## src/rtl/uart_tx_pkg.sv

```systemverilog
// Shared types and constants for the synchronous UART transmitter.
package uart_tx_pkg;

  typedef enum logic [1:0] {
    StIdle,
    StStart,
    StData,
    StStop
  } tx_state_e;

  localparam logic IdleLevel = 1'b1;

  // Counter width for values 0..n-1, never narrower than one bit.
  function automatic int unsigned cnt_width(input int unsigned n);
    return (n > 1) ? $clog2(n) : 1;
  endfunction

endpackage

```

## src/rtl/baud_tick_gen.sv

```systemverilog
// Bit-period timer: pulses tick on the last cycle of each CLKS_PER_BIT window while enabled.
module baud_tick_gen
  import uart_tx_pkg::*;
#(
  parameter int unsigned CLKS_PER_BIT = 4
) (
  input  logic clk,
  input  logic rst,
  input  logic en,
  output logic tick
);

  localparam int unsigned CntW = cnt_width(CLKS_PER_BIT);
  localparam logic [CntW-1:0] CntMax = CntW'(CLKS_PER_BIT - 1);

  logic [CntW-1:0] cnt_q, cnt_d;

  assign tick = en && (cnt_q == CntMax);

  // Held at zero while disabled so every frame starts phase-aligned to its accept edge.
  always_comb begin
    cnt_d = cnt_q;
    if (!en || tick) begin
      cnt_d = '0;
    end else begin
      cnt_d = cnt_q + CntW'(1);
    end
  end

  always_ff @(posedge clk) begin
    if (rst) begin
      cnt_q <= '0;
    end else begin
      cnt_q <= cnt_d;
    end
  end

endmodule

```

## src/rtl/uart_tx_sync.sv

```systemverilog
// UART transmitter: start bit, DATA_W payload bits LSB first, one stop bit; all outputs registered.
module uart_tx_sync
  import uart_tx_pkg::*;
#(
  parameter int unsigned DATA_W       = 8,
  parameter int unsigned CLKS_PER_BIT = 4
) (
  input  logic              clk,
  input  logic              rst,
  input  logic [DATA_W-1:0] tx_data,
  input  logic              tx_valid,
  output logic              tx_ready,
  output logic              tx_out,
  output logic              busy
);

  localparam int unsigned BitCntW = cnt_width(DATA_W);
  localparam logic [BitCntW-1:0] LastBit = BitCntW'(DATA_W - 1);

  tx_state_e           state_q, state_d;
  logic [DATA_W-1:0]   shift_q, shift_d;
  logic [BitCntW-1:0]  bit_cnt_q, bit_cnt_d;
  logic                tx_out_q, tx_out_d;
  logic                ready_q, ready_d;
  logic                busy_q;
  logic                tick_en;
  logic                tick;

  assign tick_en = (state_q != StIdle);

  baud_tick_gen #(
    .CLKS_PER_BIT(CLKS_PER_BIT)
  ) u_baud_tick_gen (
    .clk (clk),
    .rst (rst),
    .en  (tick_en),
    .tick(tick)
  );

  always_comb begin
    state_d   = state_q;
    shift_d   = shift_q;
    bit_cnt_d = bit_cnt_q;
    tx_out_d  = tx_out_q;
    ready_d   = ready_q;
    unique case (state_q)
      StIdle: begin
        tx_out_d = IdleLevel;
        if (tx_valid && ready_q) begin
          shift_d   = tx_data;
          bit_cnt_d = '0;
          tx_out_d  = ~IdleLevel;
          ready_d   = 1'b0;
          state_d   = StStart;
        end
      end
      StStart: begin
        if (tick) begin
          tx_out_d  = shift_q[0];
          shift_d   = shift_q >> 1;
          bit_cnt_d = '0;
          state_d   = StData;
        end
      end
      StData: begin
        if (tick) begin
          if (bit_cnt_q == LastBit) begin
            tx_out_d = IdleLevel;
            state_d  = StStop;
          end else begin
            tx_out_d  = shift_q[0];
            shift_d   = shift_q >> 1;
            bit_cnt_d = bit_cnt_q + BitCntW'(1);
          end
        end
      end
      StStop: begin
        if (tick) begin
          ready_d = 1'b1;
          state_d = StIdle;
        end
      end
      default: state_d = StIdle;
    endcase
  end

  always_ff @(posedge clk) begin
    if (rst) begin
      state_q   <= StIdle;
      shift_q   <= '0;
      bit_cnt_q <= '0;
      tx_out_q  <= IdleLevel;
      ready_q   <= 1'b1;
      busy_q    <= 1'b0;
    end else begin
      state_q   <= state_d;
      shift_q   <= shift_d;
      bit_cnt_q <= bit_cnt_d;
      tx_out_q  <= tx_out_d;
      ready_q   <= ready_d;
      busy_q    <= ~ready_d;
    end
  end

  assign tx_ready = ready_q;
  assign tx_out   = tx_out_q;
  assign busy     = busy_q;

endmodule

```

## config.mk

```make
export PLATFORM = sky130hd
export DESIGN_NAME = uart_tx_sync
export DESIGN_NICKNAME = d
export VERILOG_FILES = /design/src/rtl/uart_tx_pkg.sv /design/src/rtl/baud_tick_gen.sv /design/src/rtl/uart_tx_sync.sv
export SDC_FILE = /design/constraint.sdc
export NUM_CORES = 1
export LEC_CHECK = 0
export BUFFER_PORTS_ARGS = -buffer_cell sky130_fd_sc_hd__clkbuf_2
export CAP_MARGIN = 20
export CORE_UTILIZATION = 30
export CTS_BUF_LIST = sky130_fd_sc_hd__clkbuf_8
export DETAILED_ROUTE_END_ITERATION = 8
export GPL_ROUTABILITY_DRIVEN = 0
export HOLD_SLACK_MARGIN = 0.06
export PLACE_DENSITY = 0.47
export SLEW_MARGIN = 10
export SYNTH_ARGS = -nofsm -noshare
export SYNTH_HDL_FRONTEND = slang
export SYNTH_HIERARCHICAL = 1
export SYNTH_SLANG_ARGS = --single-unit
```

## constraint.sdc

```tcl
create_clock -name clk -period 2.4 [get_ports clk]
set_input_delay 0.24 -clock clk [delete_from_list [all_inputs] [get_ports clk]]
set_output_delay 0.24 -clock clk [all_outputs]
set_load 0.05 [all_outputs]
```

==> results by group <==
GRT
  • GRT overflow: 0
  • First-pass GRT wire length: 3.28 mm
  • Antenna violations before repair: 0
  • Largest net degree at the start of global routing: 27
  • Number of global-route vias before repair: 763
  • GRT Total Usage: 11.9%

Clocking
  • Worst-Skew Late Latency: 0.25 ns
  • Root Driver: clkbuf_8
  • Hold Buf Count CTS: 0
  • Cts bufs inserted: 3
  • # resized after CTS: 0
  • Clock transition at path regs: 0.07 ns
  • Clock Sink Count: 18
  • CTS tree: done
  • Clock Path Buffers: 2
  • H-tree depth: 1
  • Post-CTS Setup Inserts: 0

Synthesis
  • Post-synth EDFFs: 0
  • Most used DFF post-synth: dfxtp_1
  • Mapped Cells: 106
  • Sequential share of the synthesized area: 33.9%
  • Yosys reg bits: 18
  • Syn. warnings: 6
  • FFs w/ async S/R, synth: 0%
  • Syn Area/Cell: 10.0 sq um
  • Post-synthesis cell type count: 31
  • Synthesized cell area: 0.00106 sq mm
  • Syn_nets: 125

Floorplan
  • IO Pins: 14
  • Core ar.: 0.00336 sq mm
  • Die height: 61.5 um
  • Die area: 0.00378 sq mm
  • Initial core utilization: 31.6%
  • Die Span X: 61.5 um
  • Number of cell rows: 21

Worst setup path
  • CP Launch Type: flip-flop
  • CP max-delay cell: a2111o_1
  • Crit path buffers/inverters: 2
  • Worst Path Required: 2.53 ns
  • CP cell instances: inv_1 -> ha_1 -> inv_1 -> and2_1 -> o21ba_4 -> a2111o_1 -> mux2i_1
  • Most used cell, CP: inv_1
  • Max stage delay on crit path: 0.57 ns
  • Crit path capture type: flip-flop
  • Critical-path maximum fanout: 7
  • Critical path class: reg -> reg
  • Arr. time, crit path: 2.29 ns
  • Family with the most delay on the worst path: compound AO/OA/AOI/OAI gates

Route
  • Via count: 764
  • DR WL met3: 84 um
  • Antenna viol nets, final: 0
  • 1st-iter DRT viols: 8
  • Max layer used: met4
  • Total wire length: 1.93 mm
  • Metal-1 WL: 920 um
  • Met2 wire length: 904 um
  • DR DRC count: 0
  • WL per Instance: 11.8 um
  • Routed vias/inst: 4.66
  • First-pass DRT Iterations: 3

Placement
  • Post-DP HPWL: 1.49 mm
  • I/O Buffers: 13
  • Pre-CTS setup slack: 0.255 ns

STA
  • Fin Setup TNS: 0 ns
  • Setup ws final: 0.243 ns
  • Worst slew margin: 57.4%
  • Fin. max-slew vios: 0
  • Fmax: 464 MHz
  • Setup Viol. Count Final: 0
  • Final Hold Viols: 0
  • Clk_skew: 0.00279 ns
  • Worst-Margin Slew: 0.635 ns
  • RSZ-0062 raised after global routing: false
  • Final worst path period share: 89.9%
  • Post-layout min period: 2.16 ns

Pwr
  • Leakage: 0.531 nW
  • Switching portion of total power: 39.1%
  • Clock power frac: 16.2%
  • PD cells: 1280 mW/mm^2
  • Combinational power share: 54.3%
  • Worst VDD drop: 0.367 mV
  • Pint: 0.000947 W
  • Reg power frac: 29.5%
  • Switching pwr: 0.000607 W

Layout
  • Final net count: 138
  • Diodes inserted: 0
  • Layout cell share with drive strength beyond 1: 26.3%
  • Layout area overhead: 14.0%

Job
  • Max_cap viols: 0

Hold path
  • Hold Path Class: in -> reg

Run status
  • Status: finished, final reports clean
final timing paths:
check | start | end | slack, ns | cells past startpoint
max | state_q[0] | shift_q[3] | 0.24 | 7
min reg2reg | u_baud_tick_gen/cnt_q[0] | u_baud_tick_gen/cnt_q[0] | 0.44 | 1
max reg2reg | state_q[0] | shift_q[3] | 0.24 | 7
min | rst | busy | 0.25 | 2
Yosys cell counts (2+ instances only):
cell       number  share of area, %
dfxtp_1        18                34
a21boi_0        2               1.4
o21ai_0         3               1.4
ha_1            8               9.4
nor2b_1         2               1.2
a2111oi_4       2               5.2
nand3_1         3               1.4
and2_1          2               1.2
clkbuf_1        2              0.71
buf_2           2              0.94
mux2i_1        13                12
inv_1           4               1.4
nand2_1        21               7.4
mux2_2          7               7.4
power by group through the flow:
stage / Sequential, W / Combinational [W] / Clock (W)
after floorplan: 0.000524 / 0.000680 / 0
after global placement: 0.000464 / 0.000848 / 0
after detailed placement: 0.000467 / 0.000850 / 0
after CTS: 0.000460 / 0.000857 / 0.000262
after global routing: 0.000470 / 0.000928 / 0.000273
final: 0.000459 / 0.000844 / 0.000251
layout by cell type (no fill, tap or decap), drive strengths merged:
master	n
a2111o	1
a21boi	2
dfxtp	18
a2111oi	2
and3b	1
nand3b	1
or3b	1
clkbuf	17
clkinv	1
a221oi	1
nand2b	1
ha	8
mux2	7
inv	4
o21ba	1
mux2i	13
nor3	1
nor2b	2
a21o	1
nand2	22
a211oi	1
o21ai	3
and4bb	1
and2	2
nand3	3
a211o	1
nor4b	1
a311o	1
metrics by stage:
step | hold slack (ns) | utilization, % | area, sq um | power [W] | instances
6_report | 0.247 | 36.0 | 1210 | 0.00155 | 164
5_1_grt | 0.259 | 36.0 | 1210 | 0.00167 | 164
4_1_cts | 0.252 | 36.0 | 1210 | 0.00158 | 164
3_5_place_dp | 0.437 | 34.4 | 1160 | 0.00132 | 160
3_3_place_gp | 0.434 | 34.4 | 1160 | 0.00131 | 160
2_1_floorplan | 0.313 | - | 1060 | 0.00120 | 106
flip-flops by register name, indices dropped and copies added (netlist names):
name and flops:
u_baud_tick_gen/cnt_q 2, shift_q 8, state_q 2, bit_cnt_q 3, tx_out 1, busy 1, tx_ready 1
worst reg2reg max path, delay by kind of cell (launching register included):
kind / cells / cell delay, ns
AOI/OAI and AO/OA: 2 / 0.77
DFF: 1 / 0.38
adders and majority gates: 1 / 0.30
buffers and inverters: 2 / 0.21
and+or+nand+nor: 1 / 0.20
muxes: 1 / 0.18
logic make-up after synthesis:
kind of cell	after synthesis	synth area share [%]
AND/OR/NAND/NOR	36	17.8
adder cells (fa/ha/maj)	8	9.42
AO/OA/AOI/OAI	14	14.7
flip-flops	18	33.9
multiplexers	20	19.7
buffers and inverters	10	4.48
final cells by class:
class | count | area (sq um)
fillers | 368 | 2150
multi-input cells | 78 | 654
flip-flops and latches | 18 | 360
repair buffers | 13 | 65.1
well taps | 46 | 57.6
clock buffers | 4 | 55.1
inverters | 5 | 18.8
metal layers:
metal	vias to the layer above	global-route usage [%]
li1	396	-
met1	348	15.2
met2	16	19.0
met3	4	2.94
met4	0	5.08
met5	-	0
Note: power is estimated with default switching activity, not from simulation.
